<file path="src/rtl/ioctl_loader_bridge_if.sv">
// ioctl_loader_bridge_if: bundles the hps_io download stream and the core
// loader port. The bridge connects as slave. hps_io and the core loader side
// connect as master.
interface ioctl_loader_bridge_if #(
  parameter int unsigned AW          = 19,
  parameter int unsigned DW          = 8,
  parameter int unsigned NUM_REGIONS = 4,
  parameter int unsigned RW          = 2
);
  // hps_io side
  logic                   ioctl_download;
  logic [7:0]             ioctl_index;
  logic                   ioctl_wr;
  logic [24:0]            ioctl_addr;
  logic [DW-1:0]          ioctl_dout;
  logic                   ioctl_wait;
  // core loader side
  logic [AW-1:0]          ldr_adr;
  logic [RW-1:0]          ldr_region;
  logic [DW-1:0]          ldr_wdat;
  logic                   ldr_wr;
  logic                   ldr_ack;
  logic                   ldr_oe;
  logic [NUM_REGIONS-1:0] ldr_done;

  modport master (
    output ioctl_download, ioctl_index, ioctl_wr, ioctl_addr, ioctl_dout, ldr_ack,
    input  ioctl_wait, ldr_adr, ldr_region, ldr_wdat, ldr_wr, ldr_oe, ldr_done
  );

  modport slave (
    input  ioctl_download, ioctl_index, ioctl_wr, ioctl_addr, ioctl_dout, ldr_ack,
    output ioctl_wait, ldr_adr, ldr_region, ldr_wdat, ldr_wr, ldr_oe, ldr_done
  );
endinterface

</file>
<file path="src/rtl/ioctl_loader_bridge.sv">
// ioctl_loader_bridge: buffers HPS ioctl download bytes in a small FIFO and
// replays them to the core loader port one acknowledged write at a time.
// Tracks a done flag per region and releases the core once the first
// download starts.
// Optional: define LOADER_CHECKSUM_EN to add per-region 16-bit additive sums
// (csum_sel / csum ports).
module ioctl_loader_bridge #(
  parameter int unsigned AW          = 19,
  parameter int unsigned DW          = 8,
  parameter int unsigned FIFO_DEPTH  = 4,
  parameter int unsigned NUM_REGIONS = 4,
  parameter int unsigned RW          = 2
) (
  input  logic                 clk_sys,
  input  logic                 reset,
  ioctl_loader_bridge_if.slave bus,
  output logic                 core_rst_n,
  output logic                 idx_err
`ifdef LOADER_CHECKSUM_EN
  ,
  input  logic [RW-1:0]        csum_sel,
  output logic [15:0]          csum
`endif
);
  localparam int unsigned PW = $clog2(FIFO_DEPTH);
  localparam int unsigned EW = RW + AW + DW;
  localparam logic [PW:0] CntFull = (PW+1)'(FIFO_DEPTH);
  localparam logic [PW:0] CntWarn = (PW+1)'(FIFO_DEPTH - 1);

  typedef enum logic [1:0] {StIdle, StLoad, StDrain} state_e;

  state_e                 state_q;
  logic                   dl_q, old_ack_q, pend_q;
  logic [7:0]             cur_idx_q, pend_idx_q;
  logic [EW-1:0]          mem_q [FIFO_DEPTH];
  logic [PW-1:0]          wr_ptr_q, rd_ptr_q;
  logic [PW:0]            count_q;
  logic                   ldr_wr_q, wait_q, core_rst_n_q, idx_err_q;
  logic [AW-1:0]          adr_q;
  logic [RW-1:0]          region_q;
  logic [DW-1:0]          wdat_q;
  logic [NUM_REGIONS-1:0] done_q;

  logic       dl_rise, dl_fall, ack_rise, idx_valid, full, wr_load, push, pop, drained;
  logic       start_load, start_valid, finish, wr_done;
  logic [7:0] start_idx;
  logic       unused_addr;

  assign dl_rise     = bus.ioctl_download & ~dl_q;
  assign dl_fall     = ~bus.ioctl_download & dl_q;
  assign ack_rise    = bus.ldr_ack & ~old_ack_q;
  assign idx_valid   = 32'(cur_idx_q) < NUM_REGIONS;
  assign full        = count_q == CntFull;
  assign wr_load     = bus.ioctl_wr & (state_q == StLoad);
  assign push        = wr_load & idx_valid & ~full;
  assign pop         = ~ldr_wr_q & (count_q != '0);
  assign drained     = (count_q == '0) & ~ldr_wr_q;
  assign wr_done     = ldr_wr_q & ack_rise;
  // A download that restarted during DRAIN is remembered in pend_q/pend_idx_q.
  assign start_idx   = pend_q ? pend_idx_q : bus.ioctl_index;
  assign start_load  = (state_q == StIdle) & (dl_rise | pend_q);
  assign start_valid = 32'(start_idx) < NUM_REGIONS;
  assign finish      = (state_q == StDrain) & drained;
  // Address bits above AW are dropped on purpose.
  assign unused_addr = ^bus.ioctl_addr[24:AW];

  // Download sequencing, per-region done flags, back-pressure and sticky status.
  always_ff @(posedge clk_sys or posedge reset) begin
    if (reset) begin
      state_q      <= StIdle;
      dl_q         <= 1'b0;
      pend_q       <= 1'b0;
      cur_idx_q    <= '0;
      pend_idx_q   <= '0;
      done_q       <= '0;
      wait_q       <= 1'b0;
      core_rst_n_q <= 1'b0;
      idx_err_q    <= 1'b0;
    end else begin
      dl_q <= bus.ioctl_download;
      if (dl_rise) core_rst_n_q <= 1'b1;
      if (wr_load && (!idx_valid || full)) idx_err_q <= 1'b1;
      // Based on last cycle's count, leaving one slot for a strobe in flight.
      wait_q <= (count_q >= CntWarn) | pend_q | ((state_q == StDrain) & dl_rise);
      unique case (state_q)
        StIdle: begin
          if (start_load) begin
            state_q   <= StLoad;
            cur_idx_q <= start_idx;
            pend_q    <= 1'b0;
            if (start_valid) done_q[start_idx[RW-1:0]] <= 1'b0;
          end
        end
        StLoad: begin
          if (dl_fall) state_q <= StDrain;
        end
        StDrain: begin
          if (dl_rise) begin
            pend_q     <= 1'b1;
            pend_idx_q <= bus.ioctl_index;
          end
          if (finish) begin
            state_q <= StIdle;
            if (idx_valid) done_q[cur_idx_q[RW-1:0]] <= 1'b1;
          end
        end
        default: state_q <= StIdle;
      endcase
    end
  end

  // FIFO pointers and occupancy, plus the held loader write request.
  always_ff @(posedge clk_sys or posedge reset) begin
    if (reset) begin
      wr_ptr_q  <= '0;
      rd_ptr_q  <= '0;
      count_q   <= '0;
      ldr_wr_q  <= 1'b0;
      adr_q     <= '0;
      region_q  <= '0;
      wdat_q    <= '0;
      old_ack_q <= 1'b0;
    end else begin
      old_ack_q <= bus.ldr_ack;
      if (push) wr_ptr_q <= wr_ptr_q + 1'b1;
      if (pop) begin
        rd_ptr_q                   <= rd_ptr_q + 1'b1;
        {region_q, adr_q, wdat_q}  <= mem_q[rd_ptr_q];
        ldr_wr_q                   <= 1'b1;
      end else if (wr_done) begin
        ldr_wr_q <= 1'b0;
      end
      unique case ({push, pop})
        2'b10:   count_q <= count_q + 1'b1;
        2'b01:   count_q <= count_q - 1'b1;
        default: ;
      endcase
    end
  end

  // FIFO storage; contents are don't-care while empty, so no reset.
  always_ff @(posedge clk_sys) begin
    if (push) mem_q[wr_ptr_q] <= {cur_idx_q[RW-1:0], bus.ioctl_addr[AW-1:0], bus.ioctl_dout};
  end

  assign bus.ioctl_wait = wait_q;
  assign bus.ldr_adr    = adr_q;
  assign bus.ldr_region = region_q;
  assign bus.ldr_wdat   = wdat_q;
  assign bus.ldr_wr     = ldr_wr_q;
  assign bus.ldr_oe     = (state_q != StIdle) | (count_q != '0);
  assign bus.ldr_done   = done_q;
  assign core_rst_n     = core_rst_n_q;
  assign idx_err        = idx_err_q;

`ifdef LOADER_CHECKSUM_EN
  logic [15:0] sum_q [NUM_REGIONS];

  // Per-region running sum of acknowledged data, cleared with the done flag.
  always_ff @(posedge clk_sys or posedge reset) begin
    if (reset) begin
      for (int i = 0; i < NUM_REGIONS; i++) sum_q[i] <= '0;
    end else begin
      if (wr_done) sum_q[region_q] <= sum_q[region_q] + 16'(wdat_q);
      if (start_load && start_valid) sum_q[start_idx[RW-1:0]] <= '0;
    end
  end

  assign csum = (32'(csum_sel) < NUM_REGIONS) ? sum_q[csum_sel] : '0;
`endif
endmodule

</file>
<file path="src/flat_wrapper.sv">
// flat-port wrapper written by rule: the top's interface ports become plain ports
module ioctl_loader_bridge_flat 
#(
  parameter int unsigned AW          = 19,
  parameter int unsigned DW          = 8,
  parameter int unsigned FIFO_DEPTH  = 4,
  parameter int unsigned NUM_REGIONS = 4,
  parameter int unsigned RW          = 2
)
  (clk_sys, reset, core_rst_n, idx_err, bus_ioctl_download, bus_ioctl_index, bus_ioctl_wr, bus_ioctl_addr, bus_ioctl_dout, bus_ldr_ack, bus_ioctl_wait, bus_ldr_adr, bus_ldr_region, bus_ldr_wdat, bus_ldr_wr, bus_ldr_oe, bus_ldr_done);
  ioctl_loader_bridge_if #(.AW(AW), .DW(DW), .NUM_REGIONS(NUM_REGIONS), .RW(RW)) bus_i ();
  input  logic clk_sys;
  input  logic reset;
  output logic core_rst_n;
  output logic idx_err;
  input wire logic [$bits(bus_i.ioctl_download)-1:0] bus_ioctl_download;
  input wire logic [$bits(bus_i.ioctl_index)-1:0] bus_ioctl_index;
  input wire logic [$bits(bus_i.ioctl_wr)-1:0] bus_ioctl_wr;
  input wire logic [$bits(bus_i.ioctl_addr)-1:0] bus_ioctl_addr;
  input wire logic [$bits(bus_i.ioctl_dout)-1:0] bus_ioctl_dout;
  input wire logic [$bits(bus_i.ldr_ack)-1:0] bus_ldr_ack;
  output wire logic [$bits(bus_i.ioctl_wait)-1:0] bus_ioctl_wait;
  output wire logic [$bits(bus_i.ldr_adr)-1:0] bus_ldr_adr;
  output wire logic [$bits(bus_i.ldr_region)-1:0] bus_ldr_region;
  output wire logic [$bits(bus_i.ldr_wdat)-1:0] bus_ldr_wdat;
  output wire logic [$bits(bus_i.ldr_wr)-1:0] bus_ldr_wr;
  output wire logic [$bits(bus_i.ldr_oe)-1:0] bus_ldr_oe;
  output wire logic [$bits(bus_i.ldr_done)-1:0] bus_ldr_done;
  assign bus_i.ioctl_download = bus_ioctl_download;
  assign bus_i.ioctl_index = bus_ioctl_index;
  assign bus_i.ioctl_wr = bus_ioctl_wr;
  assign bus_i.ioctl_addr = bus_ioctl_addr;
  assign bus_i.ioctl_dout = bus_ioctl_dout;
  assign bus_i.ldr_ack = bus_ldr_ack;
  assign bus_ioctl_wait = bus_i.ioctl_wait;
  assign bus_ldr_adr = bus_i.ldr_adr;
  assign bus_ldr_region = bus_i.ldr_region;
  assign bus_ldr_wdat = bus_i.ldr_wdat;
  assign bus_ldr_wr = bus_i.ldr_wr;
  assign bus_ldr_oe = bus_i.ldr_oe;
  assign bus_ldr_done = bus_i.ldr_done;
  ioctl_loader_bridge #(.AW(AW), .DW(DW), .FIFO_DEPTH(FIFO_DEPTH), .NUM_REGIONS(NUM_REGIONS), .RW(RW)) u_core (.clk_sys(clk_sys), .reset(reset), .bus(bus_i), .core_rst_n(core_rst_n), .idx_err(idx_err));
endmodule
</file>
<file path="config.mk">
export PLATFORM = sky130hd
export DESIGN_NAME = ioctl_loader_bridge_flat
export DESIGN_NICKNAME = d
export VERILOG_FILES = /design/src/rtl/ioctl_loader_bridge_if.sv /design/src/rtl/ioctl_loader_bridge.sv /design/src/flat_wrapper.sv
export SDC_FILE = /design/constraint.sdc
export NUM_CORES = 1
export LEC_CHECK = 0
export ABC_AREA = 1
export ABC_CLOCK_PERIOD_IN_PS = 4900
export BUFFER_PORTS_ARGS = -buffer_cell sky130_fd_sc_hd__clkbuf_2
export CAP_MARGIN = 20
export CORE_MARGIN = 5
export CORE_UTILIZATION = 50
export DETAILED_ROUTE_END_ITERATION = 12
export PLACE_DENSITY_LB_ADDON = 0.2
export SETUP_SLACK_MARGIN = 0.1
export SLEW_MARGIN = 20
export SYNTH_ARGS = -nofsm -noshare
export SYNTH_HDL_FRONTEND = slang
export SYNTH_SLANG_ARGS = --single-unit
</file>
<file path="constraint.sdc">
create_clock -name clk_sys -period 4.9 [get_ports clk_sys]
set_input_delay 0.98 -clock clk_sys [delete_from_list [all_inputs] [get_ports clk_sys]]
set_output_delay 0.98 -clock clk_sys [all_outputs]
set_load 0.05 [all_outputs]
</file>
==> impl_metrics.toml <==
[synthesis]
synth-async-reset-ratio_pct = 35.9
yosys.area.top_type = "edfxtp_1"
ys_seq_elements = 181
synth_most_common_cell = "nor2_1"
synth_area_leaders = "edfxtp_1 (49%), dfrtp_1 (23%), nor2_1 (8.8%), o21ai_0 (4.5%), a31oi_1 (3.0%)"
synthFlopType = "edfxtp_1"
seq_area_frac_synth_pct = 71.3
synth_top_family_by_area = "simple AND/OR/NAND/NOR gates"
synth_nets = 674
synth_mux_area_share_pct = 0.785
ys_types = 30
netlist_instances = 622
synth_area_per_cell_um2 = 11.5
synth_adder_area_share_pct = 1.15
synth-xor-area-share_pct = 0.489
yosys-top-cells-count = "nor2_1 (169), edfxtp_1 (116), dfrtp_1 (65), o21ai_0 (65), nand2_1 (51)"
syn-cell-area_um2 = 7170
synth-compound-area-share_pct = 8.97
synth_edf_count = 116
ys_warn_count = 0
synth_top_cell_area_share_pct = 48.6
yosys.area_share.simple_pct = 13.2

[sta]
setup_ws_ns = 2.24
maxSlewHeadroom_pct = 27.2
final-max-slew-violation-count = 0
setup_violations = 0
rsz0062_at_grt = "false"
finalSetupTns_ns = 0
timing.fmax_mhz = 375
clock_skew_ns = 0.00683
hold_violations = 0
fin_crit_sh_pct = 54.4
worst_pin_slew_ns = 1.09
fin_worst_hold_slack_ns = 0.472
period_needed_ns = 2.66

[detailed_routing]
vias = 4621
first_pass_iters = 5
drtAntennaViolNets = 0
routedWlPerCell_um = 16.2
drc_errors = 0
drt-initial-drc-count = 340
routed_wl_um = 14300
viasPerCell = 5.22

[worst_setup_path]
crit_path_max_fanout = 60
start_kind = "flop"
r2r_start = "u_core.count_q[0]"
worstPathArrival_ns = 2.96
cp.required_ns = 5.19
reg2reg_setup_slack_ns = 2.24
cp-end-kind = "flop"
r2r-end = "u_core.count_q[2]"
critPathKind = "flop to flop"
r2r_cells = 10

[grt]
grt_antenna_before_repair = 0
grt_max_degree = 61
grt.overflow.total = 0
grt_pass1_wl_um = 23200
grt_usage_pct = 18.0
grt_pass1_vias = 4768

[power]
power.density_nw_per_um2 = 647
finalPower_uw = 5410
p_comb_share_pct = 32.3
leakage_uw = 0.00331
p_switching_uw = 2040
peakVddDrop_mv = 0.375
swShare_pct = 37.7
p_int_uw = 3370
seqPwrFrac_pct = 39.3
p_clk_share_pct = 28.4

[worst_hold_path]
hold_end = "u_core.bus.ldr_wr"
hp-class = "flop to flop"
hold_path_startpoint = "u_core.old_ack_q"
holdPathStages = 1

[cells_and_area]
nets = 744
final_cells = 885
antenna_cells = 0
drive_gt1_share_pct = 18.4
area_delta_synth_final_pct = 16.6
fillers = 1109

[placement]
pre_cts_slack_ns = 2.06
dp_hpwl_um = 8370
dp.cells = 853
io_buffers = 77
gp_congestion = 0.811

[flow_run]
cap_violations = 0

[floorplanning]
start_util_pct = 51.3
row_count = 43
die_w_um = 130
dieHeight_um = 130
die_area_um2 = 16800
io_pins = 84
coreArea_um2 = 14000

[cts]
post_cts.repair.setup_buffers = 0
clock_path_buffers = 2
cts_sinks = 181
cts_root_buf = "clkbuf_16"
cts_buffers = 17
clk_latency_ns = 0.42
cts_max_level = 4
ctsHoldBuffers = 0
cts_resized = 0
cts_tree = "yes"
clkTransAtPathRegs_ns = 0.06

[outcome]
status = "completed"
-- metal layers --
metal | wire length (um) | part of all wire [%] | track usage, % | up-vias
met3 | 779 | 5.4 | 4.26 | 18
met5 | 0 | 0 | 0 | -
met1 | 6080 | 42 | 22.3 | 2240
met4 | 157 | 1.1 | 6.42 | 0
met2 | 7320 | 51 | 31.1 | 116
li1 | - | - | - | 2247
-- state kept, by name, summed over array words and instances (netlist names), 3 cells and up --
| signal | count |
|---|---|
| u_core.bus.ldr_wdat | 8 |
| u_core.cur_idx_q | 8 |
| u_core.count_q | 3 |
| u_core.bus.ldr_done | 4 |
| u_core.mem_q | 116 |
| u_core.bus.ldr_adr | 19 |
| u_core.pend_idx_q | 8 |
-- cell type report --
class	count	area (um2)	share of cell area [%]
Timing Repair Buffer	79	400	4.79
Tap cell	180	225	2.69
Sequential cell	181	5110	61.1
Multi-Input combinational cell	371	1800	21.5
Clock buffer	21	440	5.27
Inverter	42	158	1.89
Clock inverter	11	229	2.74
-- through the flow --
stage,utilization [%],instance area (um2)
2_1_floorplan,-,7170
3_3_place_gp,55.0,7690
3_5_place_dp,55.0,7690
4_1_cts,59.8,8360
5_1_grt,59.8,8360
6_report,59.8,8360
-- how the worst max path moves through the flow --
stage	from	end	slack, ns
2_1_floorplan	bus_ioctl_wr	u_core.mem_q[0][0]	1.90
3_3_place_gp	bus_ioctl_wr	u_core.mem_q[1][13]	2.04
3_5_place_dp	bus_ioctl_wr	u_core.mem_q[1][9]	2.06
4_1_cts	u_core.count_q[0]	u_core.count_q[2]	2.21
5_1_grt	u_core.count_q[0]	u_core.count_q[2]	2.06
6_report	u_core.count_q[0]	u_core.count_q[2]	2.24
-- power by group through the flow --
| stage | clock (uW) | combinational (uW) | sequential [uW] |
|---|---|---|---|
| after global placement | 0 | 1700 | 2140 |
| after detailed placement | 0 | 1750 | 2160 |
| after CTS | 1550 | 1770 | 2130 |
| after global routing | 1620 | 1940 | 2170 |
| after floorplan | 0 | 959 | 2520 |
| final | 1540 | 1750 | 2130 |
-- placed cells by master, fill, tap and decap left out, types with 3 or more instances in the layout --
cell / count
xor2_1: 3
o21ai_0: 65
bufinv_16: 7
edfxtp_1: 116
clkbuf_1: 4
clkbuf_2: 77
nand3_1: 12
ha_1: 5
nor2_4: 6
dfrtp_1: 64
mux2_1: 3
a31oi_1: 34
a21oi_1: 4
nand2_1: 51
inv_2: 8
clkbuf_16: 17
nor2_1: 165
clkinv_2: 3
o21ai_1: 9
inv_1: 34
-- worst max-delay path, cell delays in order (launching register included) --
cell and delay, ns:
dfrtp_1 0.41, nor2_2 0.08, nand2_1 0.06, nand2_1 0.08
inv_2 0.78, ha_1 0.28, inv_1 0.07, fa_1 0.37
a21oi_1 0.14, o21ai_0 0.11, xor2_1 0.16
-- cell families after synthesis --
logic type / Yosys count
adder cells (fa/ha/maj): 6
buffers and inverters: 70
AND/OR/NAND/NOR: 240
AO/OA/AOI/OAI: 116
XOR/XNOR: 4
flip-flops: 181
multiplexers: 5
(Power assumes the default switching activity.)
